**src/rtl/vga_timing_ctrl.sv**
```systemverilog
// VGA timing controller: programmable raster generator with a validated
// configuration handshake and a one-entry shadow set that is swapped in
// only on frame boundaries, so a running frame is never torn.
module vga_timing_ctrl #(
   parameter int PULSE_WIDTH   = 8,
   parameter int REZ_MAX_WIDTH = 12
) (
   input  logic                     Clk,
   input  logic                     Rst,
   input  logic                     Enable,
   input  logic                     Cfg_valid,
   output logic                     Cfg_ready,
   input  logic [REZ_MAX_WIDTH-1:0] Cfg_h_total,
   input  logic [REZ_MAX_WIDTH-1:0] Cfg_h_active,
   input  logic [REZ_MAX_WIDTH-1:0] Cfg_v_total,
   input  logic [REZ_MAX_WIDTH-1:0] Cfg_v_active,
   input  logic [PULSE_WIDTH-1:0]   Cfg_h_front,
   input  logic [PULSE_WIDTH-1:0]   Cfg_h_sync,
   input  logic [PULSE_WIDTH-1:0]   Cfg_v_front,
   input  logic [PULSE_WIDTH-1:0]   Cfg_v_sync,
   output logic                     Cfg_err,
   output logic                     Hsync,
   output logic                     Vsync,
   output logic                     Display_en,
   output logic [REZ_MAX_WIDTH-1:0] PixelX,
   output logic [REZ_MAX_WIDTH-1:0] PixelY,
   output logic                     Frame_start,
   output logic                     Running
);

   localparam int PW = PULSE_WIDTH;
   localparam int RW = REZ_MAX_WIDTH;

   typedef struct packed {
      logic [RW-1:0] ht;
      logic [RW-1:0] ha;
      logic [RW-1:0] vt;
      logic [RW-1:0] va;
      logic [PW-1:0] hf;
      logic [PW-1:0] hs;
      logic [PW-1:0] vf;
      logic [PW-1:0] vs;
   } cfg_t;

   typedef enum logic {ST_IDLE, ST_RUN} state_t;

   // One axis is usable when it has a visible region and active+front+sync
   // fits inside the total, with the sum carried at one extra bit.
   function automatic logic axis_ok(input logic [RW-1:0] total,
                                    input logic [RW-1:0] active,
                                    input logic [PW-1:0] front,
                                    input logic [PW-1:0] sync);
      logic [RW:0] sum;
      sum = (RW+1)'(active) + (RW+1)'(front) + (RW+1)'(sync);
      return (active != '0) && (sum <= (RW+1)'(total)) && (total >= RW'(2));
   endfunction

   // Sync window [active+front, active+front+sync); empty when sync is 0.
   function automatic logic in_sync(input logic [RW-1:0] pos,
                                    input logic [RW-1:0] active,
                                    input logic [PW-1:0] front,
                                    input logic [PW-1:0] sync);
      logic [RW+1:0] start;
      logic [RW+1:0] stop;
      start = (RW+2)'(active) + (RW+2)'(front);
      stop  = start + (RW+2)'(sync);
      return ((RW+2)'(pos) >= start) && ((RW+2)'(pos) < stop);
   endfunction

   state_t        state_q, state_d;
   cfg_t          act_q, act_d;
   cfg_t          shd_q, shd_d;
   cfg_t          cfg_in;
   logic          pend_q, pend_d;
   logic          have_q, have_d;
   logic          err_q, err_d;
   logic [RW-1:0] x_q, x_d;
   logic [RW-1:0] y_q, y_d;
   logic          hs_q, hs_d;
   logic          vs_q, vs_d;
   logic          de_q, de_d;
   logic          fs_q, fs_d;
   logic          run_q, run_d;
   logic          xfer;
   logic          cfg_good;
   logic          h_last;
   logic          v_last;

   assign cfg_in = '{ht: Cfg_h_total, ha: Cfg_h_active, vt: Cfg_v_total,
                     va: Cfg_v_active, hf: Cfg_h_front, hs: Cfg_h_sync,
                     vf: Cfg_v_front, vs: Cfg_v_sync};

   assign xfer     = Cfg_valid && !pend_q;
   assign cfg_good = axis_ok(cfg_in.ht, cfg_in.ha, cfg_in.hf, cfg_in.hs) &&
                     axis_ok(cfg_in.vt, cfg_in.va, cfg_in.vf, cfg_in.vs);
   assign h_last   = (x_q == act_q.ht - RW'(1));
   assign v_last   = (y_q == act_q.vt - RW'(1));

   // Next state: handshake, shadow swap at frame end, raster counters.
   always_comb begin
      state_d = state_q;
      act_d   = act_q;
      shd_d   = shd_q;
      pend_d  = pend_q;
      have_d  = have_q;
      err_d   = 1'b0;
      x_d     = x_q;
      y_d     = y_q;

      case (state_q)
         ST_IDLE: begin
            x_d = '0;
            y_d = '0;
            if (have_q && Enable) begin
               state_d = ST_RUN;
            end
         end
         ST_RUN: begin
            if (h_last && v_last) begin
               x_d = '0;
               y_d = '0;
               if (pend_q) begin
                  act_d  = shd_q;
                  pend_d = 1'b0;
               end
               if (!Enable) begin
                  state_d = ST_IDLE;
               end
            end else if (h_last) begin
               x_d = '0;
               y_d = y_q + RW'(1);
            end else begin
               x_d = x_q + RW'(1);
            end
         end
         default: state_d = ST_IDLE;
      endcase

      // A transfer only happens with Pend clear, so it never collides with
      // the frame-end swap above; on a frame-end cycle it lands in the shadow.
      if (xfer) begin
         if (!cfg_good) begin
            err_d = 1'b1;
         end else if (state_q == ST_IDLE) begin
            act_d  = cfg_in;
            have_d = 1'b1;
         end else begin
            shd_d  = cfg_in;
            pend_d = 1'b1;
         end
      end
   end

   // Output decode from the next position and next timing set, so the
   // registered outputs line up with the registered coordinates.
   always_comb begin
      run_d = (state_d == ST_RUN);
      de_d  = run_d && (x_d < act_d.ha) && (y_d < act_d.va);
      hs_d  = !(run_d && in_sync(x_d, act_d.ha, act_d.hf, act_d.hs));
      vs_d  = !(run_d && in_sync(y_d, act_d.va, act_d.vf, act_d.vs));
      fs_d  = run_d && (x_d == '0) && (y_d == '0);
   end

   // Control and output registers; reset discards any held configuration.
   always_ff @(posedge Clk) begin
      if (Rst) begin
         state_q <= ST_IDLE;
         pend_q  <= 1'b0;
         have_q  <= 1'b0;
         err_q   <= 1'b0;
         x_q     <= '0;
         y_q     <= '0;
         hs_q    <= 1'b1;
         vs_q    <= 1'b1;
         de_q    <= 1'b0;
         fs_q    <= 1'b0;
         run_q   <= 1'b0;
      end else begin
         state_q <= state_d;
         pend_q  <= pend_d;
         have_q  <= have_d;
         err_q   <= err_d;
         x_q     <= x_d;
         y_q     <= y_d;
         hs_q    <= hs_d;
         vs_q    <= vs_d;
         de_q    <= de_d;
         fs_q    <= fs_d;
         run_q   <= run_d;
      end
   end

   // Timing sets carry no reset; Have_cfg/Pend decide whether they are used.
   always_ff @(posedge Clk) begin
      act_q <= act_d;
      shd_q <= shd_d;
   end

   assign Cfg_ready   = !pend_q;
   assign Cfg_err     = err_q;
   assign Hsync       = hs_q;
   assign Vsync       = vs_q;
   assign Display_en  = de_q;
   assign PixelX      = x_q;
   assign PixelY      = y_q;
   assign Frame_start = fs_q;
   assign Running     = run_q;

endmodule

```
**config.mk**
```make
export PLATFORM = sky130hd
export DESIGN_NAME = vga_timing_ctrl
export DESIGN_NICKNAME = d
export VERILOG_FILES = /design/src/rtl/vga_timing_ctrl.sv
export SDC_FILE = /design/constraint.sdc
export NUM_CORES = 1
export LEC_CHECK = 0
export ABC_AREA = 1
export CORE_ASPECT_RATIO = 0.7
export CORE_MARGIN = 2
export CORE_UTILIZATION = 37
export CTS_BUF_LIST = sky130_fd_sc_hd__clkbuf_8
export DETAILED_ROUTE_END_ITERATION = 8
export PLACE_DENSITY = 0.59
export SLEW_MARGIN = 20
export SYNTH_ARGS = -nofsm -noshare
export SYNTH_HDL_FRONTEND = slang
export SYNTH_SLANG_ARGS = --single-unit
```
**constraint.sdc**
```tcl
create_clock -name Clk -period 13.5 [get_ports Clk]
set_input_delay 1.35 -clock Clk [delete_from_list [all_inputs] [get_ports Clk]]
set_output_delay 1.35 -clock Clk [all_outputs]
set_load 0.01 [all_outputs]
```
==> flow_metrics.tcl, run 1 <==
set metrics [dict create \
    synth_commonest_cells "342 x nand2_1, 208 x inv_1, 170 x nor2_1, 146 x ha_1, 144 x nand3_1" \
    slowest_delay_ps 680 \
    grt_pass1_wl_mm 64.5 \
    fin_ws_ps 4230 \
    dp.cells 2312 \
    antennaDiodeCount 0 \
    status "completed" \
    synth_area_leaders "edfxtp_1 17%, dfxtp_1 16%, ha_1 13%" \
    yosys_register_bits 192 \
    num_vias 11953 \
    worstPathArrival_ps 9700 \
    period_needed_ps 9270 \
    r2r_cells 38 \
    critPathMaxFanout 76 \
    relSlewSlack_pct 41.8 \
    antenna_left 0 \
    nets 2095 \
    required_ps 13930 \
    fin_setup_tns_ps 0 \
    dieArea_um2 38800 \
    post_cts_buffers 0 \
    htreeDepth 4 \
    clock_skew_ps 26.0 \
    ctsResizeCount 0 \
    cts_hold_buf 0 \
    ff2ff_setup_slack_ps 6780 \
    fmax_mhz 108 \
    crit_type "input pin to register" \
    grt_use_total_pct 21.6 \
    yosysTopAreaCell "edfxtp_1" \
    clkTransAtPathRegs_ps 110 \
    yosysSeqAreaShare_pct 33.7 \
    p_leak_nw 7.34 \
    grt_overflow 0 \
    drive_gt1_share_pct 8.51 \
    r2r_end "Vsync" \
    clock-sinks 192 \
    std_cell_rows 59 \
    drc 0 \
    area_growth_syn_to_layout_pct 14.7 \
    routedWlPerCell_um 17.6 \
    synth_top_area_share_pct 17.4 \
    vdd_ir_drop_max_v 0.000138 \
    yosysMostFrequentCell "nand2_1" \
    cts_tree "built" \
    cts_root_buf "clkbuf_8" \
    synth_cell_types 51 \
    hold_path_depth 2 \
    hp-class "register to register" \
    post-place-ws_ps 3850 \
    cts_buffers 17 \
    cts.path.max_buffers 2 \
    first_pass_iters 6 \
    io_buffers 114 \
    start_util_pct 37.3 \
    min_from "have_q" \
    cap_violations 0 \
    die_x_um 235 \
    die-height_um 165 \
    cp-end-kind "register" \
    synthCells 1745 \
    synth-edff-count 80 \
    setup_viol 0 \
    synth_nets 1997 \
    power_density_nw_per_um2 238 \
    core_um2 36900 \
    ys_async_sr_fraction_pct 0 \
    worst_slew_pin_slew_ps 873 \
    antenna_found_initial 0 \
    hold_viol 0 \
    ios 115 \
    wirelength_mm 41.3 \
    ys.flop_type "dfxtp_1" \
    worstHoldEndpoint "have_q" \
    drt-vias-per-instance 5.10 \
    worstReg2RegStart "act_q[44]" \
    crit_top_cell "nand2_1" \
    grt_max_degree 77 \
    insertion_delay_ps 530 \
    slew_viol_final 0 \
    start_kind "input pin" \
    stdcell_count 2344 \
    gp_congestion 0.873 \
    synth_area_um2 13800 \
    period_share_pct 68.6 \
    drt_iter0_markers 982 \
    slowest_stage "buf_4" \
    dpl.hpwl_mm 32.6 \
    rsz0062_at_grt "no" \
    syn_avg_cell_area_um2 7.90 \
    grt_pass1_vias 11453 \
    yosysWarningCount 0 \
]
critical path: cells and delay by family:
family                   cells  cell delay [ps]
AO/OA/AOI/OAI                8             1350
XOR/XNOR                     2              440
adder cells (fa/ha/maj)      8             2640
buffers and inverters        7             1530
AND/OR/NAND/NOR             21             2330
power breakdown:
| part | internal (W) | switching, W |
|---|---|---|
| Sequential | 0.000734 | 0.0000871 |
| Combinational | 0.00102 | 0.00152 |
| Clock | 0.000155 | 0.000243 |
| Total | 0.00191 | 0.00186 |
placed cells by master, fill, tap and decap left out, drive strengths merged, types with 7 or more instances in the layout:
cell / instances
nand2: 377
inv: 240
nor2: 188
nand3: 151
ha: 146
clkdlybuf4s50: 114
dfxtp: 112
edfxtp: 80
a21oi: 75
a31oi: 60
xor2: 56
o21ai: 38
nand4: 35
nor3: 27
fa: 22
xnor2: 21
clkbuf: 17
mux2: 16
nand3b: 14
o21bai: 10
buf: 10
a211oi: 7
registers in the layout, indices dropped and copies added, names as in the netlist:
name	count
Vsync	1
PixelY	12
have_q	1
Frame_start	1
act_q	80
Cfg_err	1
Hsync	1
Display_en	1
Running	1
shd_q	80
pend_q	1
PixelX	12
metal layers:
layer / track usage [%] / part of all wire (%) / up-vias
met5: 0 / 0 / -
met3: 5.87 / 8.0 / 33
li1: - / - / 6007
met2: 30.6 / 39 / 384
met4: 5.06 / 1.4 / 0
met1: 32.0 / 51 / 5529
how the worst max path moves through the flow:
stage,start,slack [ps],to,depth (start not counted)
6_report,Cfg_h_active[1],4230,Hsync,46
5_1_grt,Cfg_v_active[1],3590,Hsync,46
4_1_cts,Cfg_h_active[1],4390,Hsync,46
3_5_place_dp,Cfg_h_active[1],3850,Hsync,46
3_3_place_gp,Cfg_v_active[1],4010,Hsync,46
2_1_floorplan,Cfg_h_active[1],5280,Vsync,47
cell type report:
class,instances,area [um^2]
Clock inverter,15,169
Clock buffer,17,234
Fill cell,3702,21100
Timing Repair Buffer,124,1220
Multi-Input combinational cell,1274,8060
Sequential cell,192,4640
Inverter,234,880
Tap cell,488,611
cell families (layout without fill, tap and decap cells):
group,after synthesis,count (layout),share of synthesized area (%)
AO/OA/AOI/OAI,203,203,8.62
buffers and inverters,279,390,7.92
XOR/XNOR,77,77,4.89
adder cells (fa/ha/maj),168,168,16.4
AND/OR/NAND/NOR,809,809,26.8
multiplexers,17,17,1.65
flip-flops,192,192,33.7
per-stage QoR:
step                instance area, um^2  hold WS, ps  utilization, %  power [W]
finish                            15800          460            42.8    0.00376
global route                      15800          519            42.8    0.00418
CTS                               15800          462            42.8    0.00375
detailed placement                15400          447            41.7    0.00333
global placement                  15400          439            41.7    0.00326
floorplan                         13800          431               -    0.00275
No activity file was read; power rests on OpenSTA's default activity.
==> run 2: changes to the inputs <==
Settings changed: PLACE_DENSITY 0.59 to 0.61.
Clock period 13.5 ns to 7.5 ns, I/O delays scaled along.
==> flow_metrics.tcl, run 2 (same netlist as run 1, synthesis figures left out) <==
set metrics [dict create \
    status "completed" \
    cts_buffers 17 \
    r2r_end "Hsync" \
    cts.path.max_buffers 2 \
    cts_tree "built" \
    worstReg2RegStart "act_q[68]" \
    final_cell_mix "324 x nand2_1, 235 x buf_4, 193 x inv_1" \
    place_area_um2 16800 \
    fmax_mhz 137 \
    slowest_stage "fa_1" \
    antennaDiodeCount 0 \
    worstHoldEndpoint "have_q" \
    gp_congestion 0.884 \
    hold_path_depth 2 \
    m1WireLength_mm 22.5 \
    clock-sinks 192 \
    drt-vias-per-instance 5.05 \
    grt_pass1_vias 12428 \
    period_needed_ps 7310 \
    hp-class "register to register" \
    design_area_um2 18600 \
    met3_length_mm 3.18 \
    crit_type "input pin to register" \
    first_pass_iters 5 \
    power_density_nw_per_um2 504 \
    grt_use_total_pct 22.9 \
    die_x_um 235 \
    cap_violations 0 \
    wirelength_mm 45.1 \
    grt_max_degree 81 \
    final_common_cell "nand2_1" \
    period_share_pct 97.4 \
    num_vias 13030 \
    area_growth_syn_to_layout_pct 35.3 \
    slowest_delay_ps 550 \
    critPathMaxFanout 5 \
    min_from "have_q" \
    drt_iter0_markers 1103 \
    vdd_ir_drop_max_v 0.000381 \
    start_util_pct 37.3 \
    dieArea_um2 38800 \
    antenna_left 0 \
    p_leak_nw 8.82 \
    io_buffers 114 \
    dpl.hpwl_mm 34.1 \
    start_kind "input pin" \
    clock_skew_ps 24.4 \
    worstPathArrival_ps 7720 \
    worst_slew_pin_slew_ps 801 \
    relSlewSlack_pct 46.5 \
    topRoutingLayerUsed "met4" \
    post-place-ws_ps -1050 \
    hold_viol 0 \
    grt_pass1_wl_mm 68.9 \
    drive_gt1_share_pct 26.4 \
    htreeDepth 4 \
    core_um2 36900 \
    grt_overflow 0 \
    drc 0 \
    routedWlPerCell_um 17.5 \
    wl_met2_mm 18.6 \
    nets 2331 \
    ff2ff_setup_slack_ps 960 \
    antenna_found_initial 0 \
    r2r_cells 33 \
    rsz0062_at_grt "yes" \
    clkTransAtPathRegs_ps 90 \
    cts_hold_buf 0 \
    final_util_pct 50.5 \
    setup_viol 0 \
    cts_root_buf "clkbuf_8" \
    ios 115 \
    crit_top_cell "nand2_1" \
    insertion_delay_ps 530 \
    reg.largest.list "act_q x80, shd_q x80" \
    fin_ws_ps 192 \
    slew_viol_final 0 \
    die-height_um 165 \
    cp-end-kind "register" \
    required_ps 7910 \
    std_cell_rows 59 \
]
## run 2: area by class of cell
class | count | area (um^2)
fillers | 3481 | 18300
repair buffers | 360 | 3180
inverters | 234 | 890
well taps | 488 | 611
multi-input cells | 1274 | 8950
clock inverters | 15 | 135
flip-flops and latches | 192 | 4640
clock buffers | 17 | 234
## run 2: worst max-delay path by stage
stage	startpoint	to
after floorplan	Cfg_h_active[1]	Vsync
after global placement	Cfg_h_active[1]	Hsync
after detailed placement	Cfg_h_active[1]	Vsync
after CTS	Cfg_h_front[1]	Vsync
after global routing	Cfg_v_active[1]	Hsync
final	Cfg_v_sync[5]	Hsync
## run 2: metal layers
layer  global-route usage, %  up-vias
li1                        -     6466
met1                    34.5     6071
met2                    33.3      431
met3                    3.96       62
met4                    6.33        0
met5                       0        -
## run 2: repair_timing
item / 4_1_cts / 5_1_grt
pin swaps: 19 / 103
endpoints found under the setup margin: 2 / 11
gates cloned: 1 / 1
setup buffers: 38 / 21
resized for setup: 49 / 203
## run 2: power breakdown
group | switching [W] | internal (W)
registers | 0.000160 | 0.00132
logic | 0.00360 | 0.00363
clock network | 0.000421 | 0.000265
total | 0.00418 | 0.00521
## run 2: through the flow
step / total power [W] / hold slack (ps) / std cells / TNS, ps
after floorplan: 0.00496 / 431 / 1745 / 0
after global placement: 0.00702 / 439 / 2494 / -1520
after detailed placement: 0.00719 / 468 / 2494 / -2040
after CTS: 0.00814 / 481 / 2564 / 0
after global routing: 0.0102 / 498 / 2580 / -313
final: 0.00939 / 476 / 2580 / 0
## run 2: critical path, delay by kind of cell
kind | cells | cell delay (ps)
compound gates | 9 | 1350
fa+ha+maj | 7 | 2360
buf+inv | 8 | 1180
xor+xnor | 3 | 440
simple gates | 18 | 1630
==> edit: new RTL, settings of run 2 <==
Reset style: asynchronous (`Rst`), changed in one clocked block.
--- a/src/rtl/vga_timing_ctrl.sv
+++ b/src/rtl/vga_timing_ctrl.sv
@@ -164,3 +164,3 @@
    // Control and output registers; reset discards any held configuration.
-   always_ff @(posedge Clk) begin
+   always_ff @(posedge Clk or posedge Rst) begin
       if (Rst) begin
Function: differs if Rst is asserted again (counterexample within 4 cycles, from zero or initial values and one cycle with Rst high); with Rst held inactive, the same outputs for 4 cycles.
==> edit against run 2 <==
Via count shrank 4.2%. Setup slack gained 0.011 ns. Cell count is 3.3% lower. Cell area shrank 4.6%. Non-clock buffer count down 15. Register-to-register slack got worse by 0.02 ns. Sequential share of layout area rose by 2.1 points. Sequential cell count unchanged. Area after synthesis shrank 2.2%. Routed wire length fell by 7.1%. Clock skew is 0.0010 ns lower. Largest cell class unchanged. Highest routed layer unchanged.
Power is left out: it rests on default switching activity, and per cell area and clock period it moved more than threefold.
==> edit: results (changes against run 2) <==
| Metric | Value |
|---|---|
| Post-synth top cells | `367 x nand2_1, 208 x inv_1, 157 x a21oi_1, 146 x ha_1, 126 x nor2_1` |
| Clock Skews | `0.0234 ns (-0.000996 ns)` |
| Clock transition at path regs | `0.11 ns (+0.02 ns)` |
| Layout net count | `2,253 (-3.3%)` |
| Worst skew pair latency | `0.51 ns (-0.02 ns)` |
| Actual slew at the worst max-slew pin | `0.993 ns (+0.192 ns)` |
| Iter 0 DRT Violations | `995 (-9.8%)` |
| Slowest cell on crit path | `clkdlybuf4s50_1` |
| Most used flip-flop cell after synthesis | `edfxtp_1` |
| Worst Min Path Start | `Cfg_h_front[1]` |
| Routability Congestion | `0.883 (-0.15%)` |
| M3 GR Usage | `4.50% (+0.54 points)` |
| Delay-heaviest family, CP | `compound AO/OA/AOI/OAI gates` |
| First-pass GRT wire length | `64,000 um (-7.2%)` |
| DR vias/cell | `5.01 (-0.87%)` |
| CP max FO | `6 (+1)` |
| Share of layout cells above drive strength 1 | `21.8% (-4.6 points)` |
| Synth Net Count | `1,923 (-3.7%)` |
| Register area share after synthesis | `35.7% (+2.0 points)` |
| Fraction of registers with async set/reset | `16.7% (+17 points)` |
| Total wire length | `41,900 um (-7.1%)` |
| WL/cell | `16.8 um (-3.8%)` |
| Synth top area cells | `edfxtp_1 18%, ha_1 14%, dfxtp_1 12%` |
| Vias in the first global route | `11.5k (-7.3%)` |
| Outcome | `completed` |
| M2 GR Usage | `30.2% (-3.1 points)` |
## edit: cell types whose count changed in the layout (fill, tap and decap cells not counted), moves of 22 or more
cell and delta:
dfxtp_1 -32, nand2_2 -30, nand3_1 -54, nand2_1 +39
a21oi_1 +95, a31oi_1 -46, dfrtp_1 +30, inv_2 -24
a22oi_1 +22, nor2_1 -37
## edit: final timing paths
path	endpoint	slack, ns	cells after the start
max	Vsync$_DFF_PP1_	0.20	45
min	shd_q[25]$_DFFE_PP_	0.45	1
max reg2reg	Vsync$_DFF_PP1_	0.94	39
min reg2reg	have_q$_DFFE_PP0P_	0.49	1
max in group asynchronous	Hsync$_DFF_PP1_	6.50	3
min in group asynchronous	PixelY[11]$_DFF_PP0_	0.66	3
## edit: routing by layer
| metal | share of wire [%] | vias up | wire, um |
|---|---|---|---|
| li1 | - | 6251 | - |
| met2 | 40 | 386 | 16800 |
| met3 | 7.5 | 25 | 3130 |
| met5 | 0 | - | 0 |
| met1 | 51 | 5824 | 21500 |
| met4 | 1.2 | 0 | 523 |
## edit: cell type report
cell class	count	area (sq um)
clock inverters	15	158
repair buffers	345	2970
multi-input cells	1226	8190
repair inverters	1	6.26
flip-flops and latches	192	4810
inverters	218	826
well taps	480	601
fillers	3395	18100
clock buffers	17	234
## edit: logic make-up (layout without fill, tap and decap cells)
group / count (synthesis) / in the layout / share of synthesized area [%]
adder cells (fa/ha/maj): 168 / 168 / 16.8
buffers and inverters: 253 / 596 / 7.21
AO/OA/AOI/OAI: 256 / 256 / 10.6
flip-flops: 192 / 192 / 35.7
AND/OR/NAND/NOR: 716 / 716 / 23.8
multiplexers: 16 / 16 / 1.34
XOR/XNOR: 70 / 70 / 4.55
## edit: timing repair
item / in CTS / in global routing
endpoints found under the hold margin: 0 / 0
endpoints found under the setup margin: 2 / 2
gates cloned: 2 / 0
setup buffers: 14 / 13
pin swaps: 21 / 64
resized for setup: 46 / 126
## edit: worst reg2reg max path: cells and delay by family (launching register included)
| kind | cells | cell delay (ns) |
|---|---|---|
| AND/OR/NAND/NOR | 21 | 2.74 |
| flip-flops | 1 | 0.38 |
| AO/OA/AOI/OAI | 7 | 1.14 |
| buffers and inverters | 6 | 0.85 |
| XOR/XNOR | 1 | 0.21 |
| adder cells (fa/ha/maj) | 4 | 1.17 |
## edit: metrics by stage
step | hold WS, ns | area [sq um] | worst slack (ns) | setup TNS [ns]
2_1_floorplan | 0.441 | 13500 | 0.0149 | 0
3_3_place_gp | 0.458 | 16600 | -0.983 | -1.98
3_5_place_dp | 0.467 | 16600 | -1.13 | -2.40
4_1_cts | 0.492 | 17300 | 0.00292 | 0
5_1_grt | 0.434 | 17800 | -0.104 | -0.177
6_report | 0.448 | 17800 | 0.202 | 0
